**config.mk**
```make
export PLATFORM = sky130hd
export DESIGN_NAME = cavlc_level_encode
export DESIGN_NICKNAME = d
export VERILOG_FILES = /design/src/rtl/cavlc_level_encode.sv
export SDC_FILE = /design/constraint.sdc
export NUM_CORES = 1
export LEC_CHECK = 0
export ABC_CLOCK_PERIOD_IN_PS = 10600
export BUFFER_PORTS_ARGS = -buffer_cell sky130_fd_sc_hd__buf_2
export CORE_UTILIZATION = 65
export CTS_CLUSTER_DIAMETER = 30
export DETAILED_ROUTE_END_ITERATION = 12
export PLACE_DENSITY_LB_ADDON = 0.15
export SYNTH_ARGS = -nofsm -noshare
export SYNTH_HDL_FRONTEND = slang
export SYNTH_SLANG_ARGS = --single-unit
```
**constraint.sdc**
```tcl
create_clock -name Clk -period 10.6 [get_ports Clk]
set_clock_uncertainty 0.15 [all_clocks]
set_input_delay 1.59 -clock Clk [delete_from_list [all_inputs] [get_ports Clk]]
set_output_delay 1.59 -clock Clk [all_outputs]
set_load 0.05 [all_outputs]
```
**src/rtl/cavlc_level_encode.sv**
```systemverilog
// -----------------------------------------------------------------------------
// cavlc_level_encode
//
// Purpose:
//   Turns the nonzero coefficient levels of one CAVLC block into H.264 level
//   codewords. Trailing ones are sent as single sign bits. Every other level is
//   sent as level_prefix zeros, a one, and a level_suffix. The suffix length
//   adapts as the block is coded. One level is consumed per input handshake.
//   One right-aligned codeword and its length are produced per output
//   handshake.
//
// Ports:
//   Clk           clock
//   nReset        asynchronous reset, active-low
//   Start         one-cycle pulse in IDLE; latches TotalCoeff/TrailingOnes
//   TotalCoeff    number of nonzero coefficients in the block (0..16)
//   TrailingOnes  number of trailing +/-1 coefficients (0..3)
//   LevelIn       signed level in reverse scan order, trailing ones first
//   LevelValid    LevelIn is valid
//   LevelReady    a level is taken when LevelValid && LevelReady
//   CodeWord      codeword, right-aligned, MSB first at bit CodeLen-1
//   CodeLen       codeword length in bits (1..28)
//   CodeValid     CodeWord/CodeLen are valid
//   CodeReady     the packer takes the codeword when CodeValid && CodeReady
//   Done          one-cycle pulse once the block is fully emitted
//   Overflow      sticky flag: a level could not be represented exactly
//   TotalBits     bits emitted this block (present only with the macro below)
//
// Configuration:
//   CAVLC_LEVEL_BITCNT_EN  when defined, adds the TotalBits port and its
//                          saturating per-block bit counter.
// -----------------------------------------------------------------------------
module cavlc_level_encode (
  input  logic        Clk,
  input  logic        nReset,
  input  logic        Start,
  input  logic [4:0]  TotalCoeff,
  input  logic [1:0]  TrailingOnes,
  input  logic [12:0] LevelIn,
  input  logic        LevelValid,
  output logic        LevelReady,
  output logic [27:0] CodeWord,
  output logic [4:0]  CodeLen,
  output logic        CodeValid,
  input  logic        CodeReady,
  output logic        Done,
  output logic        Overflow
`ifdef CAVLC_LEVEL_BITCNT_EN
  ,
  output logic [9:0]  TotalBits
`endif
);

  typedef enum logic [1:0] {
    ST_IDLE,
    ST_T1,
    ST_LEVEL,
    ST_FLUSH
  } state_t;

  state_t      state;
  state_t      state_next;

  logic [4:0]  total_coeff;
  logic [1:0]  trailing_ones;
  logic [4:0]  acc_cnt;
  logic [2:0]  suffix_len;

  logic        accept;
  logic        done_next;
  logic [4:0]  cnt_inc;

  logic        sign;
  logic [12:0] mag_raw;
  logic [12:0] mag;
  logic        first_level;
  logic        t1_lt3;
  logic        fix_level;
  logic [13:0] level_code_base;
  logic [13:0] level_code;

  logic [13:0] esc_thresh;
  logic [13:0] suffix_mask;
  logic [13:0] esc_val;
  logic [11:0] esc_suffix;
  logic [3:0]  short_suffix;
  logic        escape;
  logic        esc_ovf;
  logic [27:0] cw_enc;
  logic [4:0]  len_enc;

  logic [2:0]  sl_one;
  logic [12:0] adapt_thresh;
  logic [2:0]  sl_adapt;

  logic [27:0] out_word;
  logic [4:0]  out_len;

  // State register
  always_ff @(posedge Clk or negedge nReset) begin
    if (!nReset) begin
      state <= ST_IDLE;
    end else begin
      state <= state_next;
    end
  end

  // Next-state logic, input handshake and the Done request.
  // Accepted levels are counted from the start of the block, so the
  // trailing-one phase ends when the count reaches TrailingOnes and the
  // block ends when it reaches TotalCoeff.
  always_comb begin
    state_next = state;
    LevelReady = 1'b0;
    done_next  = 1'b0;
    cnt_inc    = acc_cnt + 5'd1;

    if (state == ST_T1 || state == ST_LEVEL) begin
      LevelReady = !CodeValid || CodeReady;
    end
    accept = LevelValid && LevelReady;

    case (state)
      ST_IDLE: begin
        if (Start) begin
          if (TrailingOnes != 2'd0) begin
            state_next = ST_T1;
          end else if (TotalCoeff != 5'd0) begin
            state_next = ST_LEVEL;
          end else begin
            state_next = ST_FLUSH;
          end
        end
      end
      ST_T1: begin
        if (accept && cnt_inc == {3'b000, trailing_ones}) begin
          state_next = (total_coeff == {3'b000, trailing_ones}) ? ST_FLUSH : ST_LEVEL;
        end
      end
      ST_LEVEL: begin
        if (accept && cnt_inc == total_coeff) begin
          state_next = ST_FLUSH;
        end
      end
      ST_FLUSH: begin
        // The block is done once the final codeword leaves the register.
        if (!CodeValid || CodeReady) begin
          done_next  = 1'b1;
          state_next = ST_IDLE;
        end
      end
      default: state_next = ST_IDLE;
    endcase
  end

  // Level-to-levelCode mapping.
  // Zero levels cannot be coded. A first level of magnitude 1 cannot be
  // coded either when fewer than three trailing ones were sent, because that
  // value would have been a trailing one. Both cases become magnitude 2 with
  // the sign kept and are flagged. The first such level is offset by -2
  // because magnitude 1 is impossible there.
  always_comb begin
    sign            = LevelIn[12];
    mag_raw         = sign ? (~LevelIn + 13'd1) : LevelIn;
    first_level     = (state == ST_LEVEL) && (acc_cnt == {3'b000, trailing_ones});
    t1_lt3          = (trailing_ones != 2'd3);
    fix_level       = (mag_raw == 13'd0) || (first_level && t1_lt3 && mag_raw == 13'd1);
    mag             = fix_level ? 13'd2 : mag_raw;
    level_code_base = sign ? ({mag, 1'b0} - 14'd1) : ({mag, 1'b0} - 14'd2);
    level_code      = (first_level && t1_lt3) ? (level_code_base - 14'd2) : level_code_base;
  end

  // Prefix/suffix construction.
  // The codeword is written as the value of "1 followed by suffix". The
  // leading prefix zeros come only from CodeLen. An escape always uses
  // prefix 15 and a 12-bit suffix, for 28 bits in total.
  always_comb begin
    cw_enc       = '0;
    len_enc      = '0;
    escape       = 1'b0;
    esc_val      = '0;
    esc_ovf      = 1'b0;
    esc_suffix   = '0;
    short_suffix = level_code[3:0] - 4'd14;
    esc_thresh   = 14'd15 << suffix_len;
    suffix_mask  = (14'd1 << suffix_len) - 14'd1;

    if (suffix_len == 3'd0) begin
      if (level_code < 14'd14) begin
        cw_enc  = 28'd1;
        len_enc = level_code[4:0] + 5'd1;
      end else if (level_code < 14'd30) begin
        cw_enc  = {23'd0, 1'b1, short_suffix};
        len_enc = 5'd19;
      end else begin
        escape  = 1'b1;
        esc_val = level_code - 14'd30;
      end
    end else if (level_code < esc_thresh) begin
      cw_enc  = {14'd0, (14'd1 << suffix_len) | (level_code & suffix_mask)};
      len_enc = 5'(level_code >> suffix_len) + 5'd1 + {2'b00, suffix_len};
    end else begin
      escape  = 1'b1;
      esc_val = level_code - esc_thresh;
    end

    if (escape) begin
      esc_ovf    = (esc_val > 14'd4095);
      esc_suffix = esc_ovf ? 12'hFFF : esc_val[11:0];
      cw_enc     = {15'd0, 1'b1, esc_suffix};
      len_enc    = 5'd28;
    end
  end

  // Suffix-length adaptation after each level coded in the LEVEL phase.
  // The length first leaves zero. It then grows by one when the magnitude
  // exceeds 3 << (sL-1), up to a maximum of 6.
  always_comb begin
    sl_one       = (suffix_len == 3'd0) ? 3'd1 : suffix_len;
    adapt_thresh = 13'd3 << (sl_one - 3'd1);
    sl_adapt     = (mag > adapt_thresh && sl_one < 3'd6) ? (sl_one + 3'd1) : sl_one;
  end

  // A trailing one is just its sign bit (1 means -1).
  always_comb begin
    if (state == ST_T1) begin
      out_word = {27'd0, LevelIn[12]};
      out_len  = 5'd1;
    end else begin
      out_word = cw_enc;
      out_len  = len_enc;
    end
  end

  // Block context, the output register and the status flags.
  // The output register holds its codeword until the packer takes it. A
  // new level is only accepted when that frees the register in the same cycle.
  always_ff @(posedge Clk or negedge nReset) begin
    if (!nReset) begin
      total_coeff   <= '0;
      trailing_ones <= '0;
      acc_cnt       <= '0;
      suffix_len    <= '0;
      CodeWord      <= '0;
      CodeLen       <= '0;
      CodeValid     <= 1'b0;
      Done          <= 1'b0;
      Overflow      <= 1'b0;
    end else begin
      if (state == ST_IDLE && Start) begin
        total_coeff   <= TotalCoeff;
        trailing_ones <= TrailingOnes;
        acc_cnt       <= '0;
        suffix_len    <= (TotalCoeff > 5'd10 && TrailingOnes != 2'd3) ? 3'd1 : 3'd0;
        Overflow      <= 1'b0;
      end

      if (accept) begin
        acc_cnt   <= cnt_inc;
        CodeWord  <= out_word;
        CodeLen   <= out_len;
        CodeValid <= 1'b1;
        if (state == ST_LEVEL) begin
          suffix_len <= sl_adapt;
          if (fix_level || esc_ovf) begin
            Overflow <= 1'b1;
          end
        end
      end else if (CodeReady) begin
        CodeValid <= 1'b0;
      end

      Done <= done_next;
    end
  end

`ifdef CAVLC_LEVEL_BITCNT_EN
  logic [10:0] bits_sum;

  assign bits_sum = {1'b0, TotalBits} + {6'd0, CodeLen};

  // Per-block bit count. It saturates at 1023 so a long block cannot wrap.
  always_ff @(posedge Clk or negedge nReset) begin
    if (!nReset) begin
      TotalBits <= '0;
    end else if (state == ST_IDLE && Start) begin
      TotalBits <= '0;
    end else if (CodeValid && CodeReady) begin
      TotalBits <= (bits_sum > 11'd1023) ? 10'h3FF : bits_sum[9:0];
    end
  end
`endif

endmodule

```
==> impl_metrics.toml <==
[synth]
avgSynthCellArea_um2 = 7.88
syn_area_um2 = 5670
yosysUniqueCellTypes = 95
synthArstFlopShare_pct = 100
ys_seq_area_share_pct = 17.2
ys_dominant_reg_cell = "dfrtp_1"
yosys_warnings = 0
synth_edf_count = 0
syn_inst = 720
ys_seq_elements = 39

[power]
p_per_area_nw_per_um2 = 248
cellLeakagePower_uw = 0.00247
ir_drop_v = 0.000165

[setup_path]
cp-startpoint = "LevelIn[0]"
worstPathArrival_ps = 9240
required_ps = 10620
rrSetupSlack_ps = 2700
reg2reg_to = "CodeWord[5]"
cp_num_cells = 29
critPathCaptureType = "flip-flop"
crit_type = "input port to flip-flop"
slowest_delay_ps = 680
r2r_cells = 28
crit_buf_inv = 3
cp_slowest_cell = "a2111oi_0"
endpoint = "CodeWord[5]"
r2r-start = "state[0]"
startpoint_type = "input port"
crit_fanout = 14
cpLargestDelayFamily = "compound AO/OA/AOI/OAI gates"

[die]
initial_core_util_pct = 68.0
core-area_um2 = 8340
dieArea_um2 = 9100
die_y_um = 95.4
fp-row-count = 33
pin_count = 62
die_w_um = 95.4

[grt]
grt_max_degree = 40
grtUsageTotal_pct = 38.4
antenna_found_initial = 0
grt_pass1_wl_mm = 27.2
grt_overflow = 0
grt_pass1_vias = 5540

[placed_design]
hpwl_mm = 13.1
finalWeightedCongestion = 0.968
placed_cells = 844
io_buffers = 47
pre_cts_slack_ps = 1430

[clocking]
cts_root_buffer = "clkbuf_8"
cts.repair.resized = 0
htree_levels = 2
clock_sinks = 39
clk_latency_ps = 300
tritoncts.num_buffers = 5
ctsHoldBuffers = 0
cts_tree = "yes"
post-cts-setup-buffer-count = 0
clk_pin_slew_ps = 90
cts_buffer_depth = 2

[timing]
setup_tns_ps = 0
setup_viol = 0
min_period_over_period_pct = 87.0
final-max-slew-violation-count = 0
finalWorstSetupSlack_ps = 1380
min_period_ps = 9220
rsz0062_at_grt = "false"
maxSlewHeadroom_pct = 25.5
tightest_slew_ps = 1110
hold_viol = 0
fmax_ghz = 0.108

[routing]
first_pass_iters = 5
viasPerCell = 6.86
vias = 5841
ant_nets = 0
drt_first_iter_violations = 597
remaining_drc_errors = 0
routed_wl_mm = 17.0
post_drt_wl_per_cell_um = 19.9

[outcome]
status = "complete, no violations"

[finish]
area_growth_pct = 4.96
fill_cells = 719
fin_util_pct = 71.4
layout-drive-gt1-share_pct = 14.6
mostFrequentLayoutCell = "nand2_1"
diodes = 0
final_cell_mix = "61 x nand2_1, 54 x nor2_1, 47 x buf_2"
nets = 813
layout.cells.non_filler = 852

[job]
max-cap-violations = 0

[min_path]
hold_class = "flip-flop to flip-flop"
-- sequential cells by signal, indices dropped and copies added (netlist names) --
name           cells
Done               1
state              2
Overflow           1
total_coeff        5
CodeWord          14
CodeLen            5
acc_cnt            5
trailing_ones      2
CodeValid          1
suffix_len         3
-- cell usage after synthesis (4+ instances only) --
cell type	number	area [um^2]
and3_1	7	43.8
buf_2	4	20.0
inv_1	31	116
a32oi_1	4	35.0
o21ai_1	9	45.0
nor2b_1	13	81.3
a31oi_1	11	68.8
xor2_1	19	166
a21oi_1	33	165
or2_1	4	25.0
nand3_1	31	155
o211ai_1	7	52.6
xnor2_1	39	342
ha_1	40	500
a211o_1	7	61.3
o22ai_1	5	31.3
nor3_1	18	90.1
a22o_1	7	61.3
or3_1	5	31.3
o21a_1	7	52.6
o21ai_0	33	165
nor4_1	15	93.8
o31ai_1	7	52.6
a211oi_1	11	82.6
dfrtp_1	39	976
nand4_1	10	62.6
nor2_1	54	203
a311o_1	4	40.0
mux2i_1	7	70.1
a21o_1	8	60.1
nand2b_1	11	68.8
clkbuf_1	21	78.8
nand2_1	61	229
and2_1	10	62.6
buf_4	16	120
mux2_2	10	113
-- worst register-to-register path, delay by kind of cell (launching register included) --
family	cells	cell delay, ps
flip-flops	1	430
XOR/XNOR	1	430
AND/OR/NAND/NOR	8	2410
adder cells (fa/ha/maj)	3	950
buffers and inverters	2	320
AO/OA/AOI/OAI	14	3110
-- cells by family (layout without fill, tap and decap cells) --
kind of cell | after synthesis | in the layout | share of synthesized area [%]
buf+inv | 81 | 95 | 6.99
xor+xnor | 60 | 60 | 9.53
mux | 19 | 19 | 4.02
simple gates | 275 | 275 | 25.9
flops | 39 | 39 | 17.2
other cells | 1 | 14 | 0.0661
compound gates | 201 | 201 | 26.4
fa+ha+maj | 44 | 44 | 9.89
-- metal layers --
layer	wire length (um)	part of all wire, %	global-route usage, %	vias up
li1	-	-	-	2700
met1	7120	42	53.0	2724
met2	7600	45	60.2	353
met3	1730	10	6.06	64
met4	501	3.0	13.9	0
met5	0	0	0	-
-- worst min-delay path by stage --
| stage | startpoint | endpoint | cells past startpoint | slack, ps |
|---|---|---|---|---|
| floorplan | state[1] | state[1] | 2 | 350 |
| global route | CodeWord[8] | CodeWord[8] | 2 | 360 |
| CTS | CodeWord[12] | CodeWord[12] | 2 | 330 |
| detailed placement | CodeWord[12] | CodeWord[12] | 2 | 310 |
| finish | CodeWord[12] | CodeWord[12] | 2 | 330 |
| global placement | CodeWord[12] | CodeWord[12] | 2 | 310 |
-- through the flow --
| step | power [uW] | hold WS, ps | instance area (um^2) |
|---|---|---|---|
| after floorplan | 1100 | 347 | 5720 |
| after global placement | 1320 | 306 | 5870 |
| after detailed placement | 1340 | 309 | 5870 |
| final | 1470 | 332 | 5950 |
| after global routing | 1580 | 363 | 5950 |
| after CTS | 1450 | 331 | 5950 |
-- area by class of cell --
class / count / area, um^2 / share of cell area (%)
clock buffer: 6 / 72.6 / 1.22
multi-input combinational: 613 / 4350 / 73.0
clock inverter: 2 / 12.5 / 0.210
sequential: 39 / 976 / 16.4
tap: 105 / 131 / 2.21
inverter: 34 / 133 / 2.23
timing repair buffer: 53 / 280 / 4.71
-- power by group --
part | switching (uW) | internal [uW] | total, uW
clock | 58.1 | 46.1 | 104
sequential | 51.5 | 212 | 264
combinational | 714 | 393 | 1110
total | 823 | 651 | 1470
No activity file was read; power rests on OpenSTA's default activity.
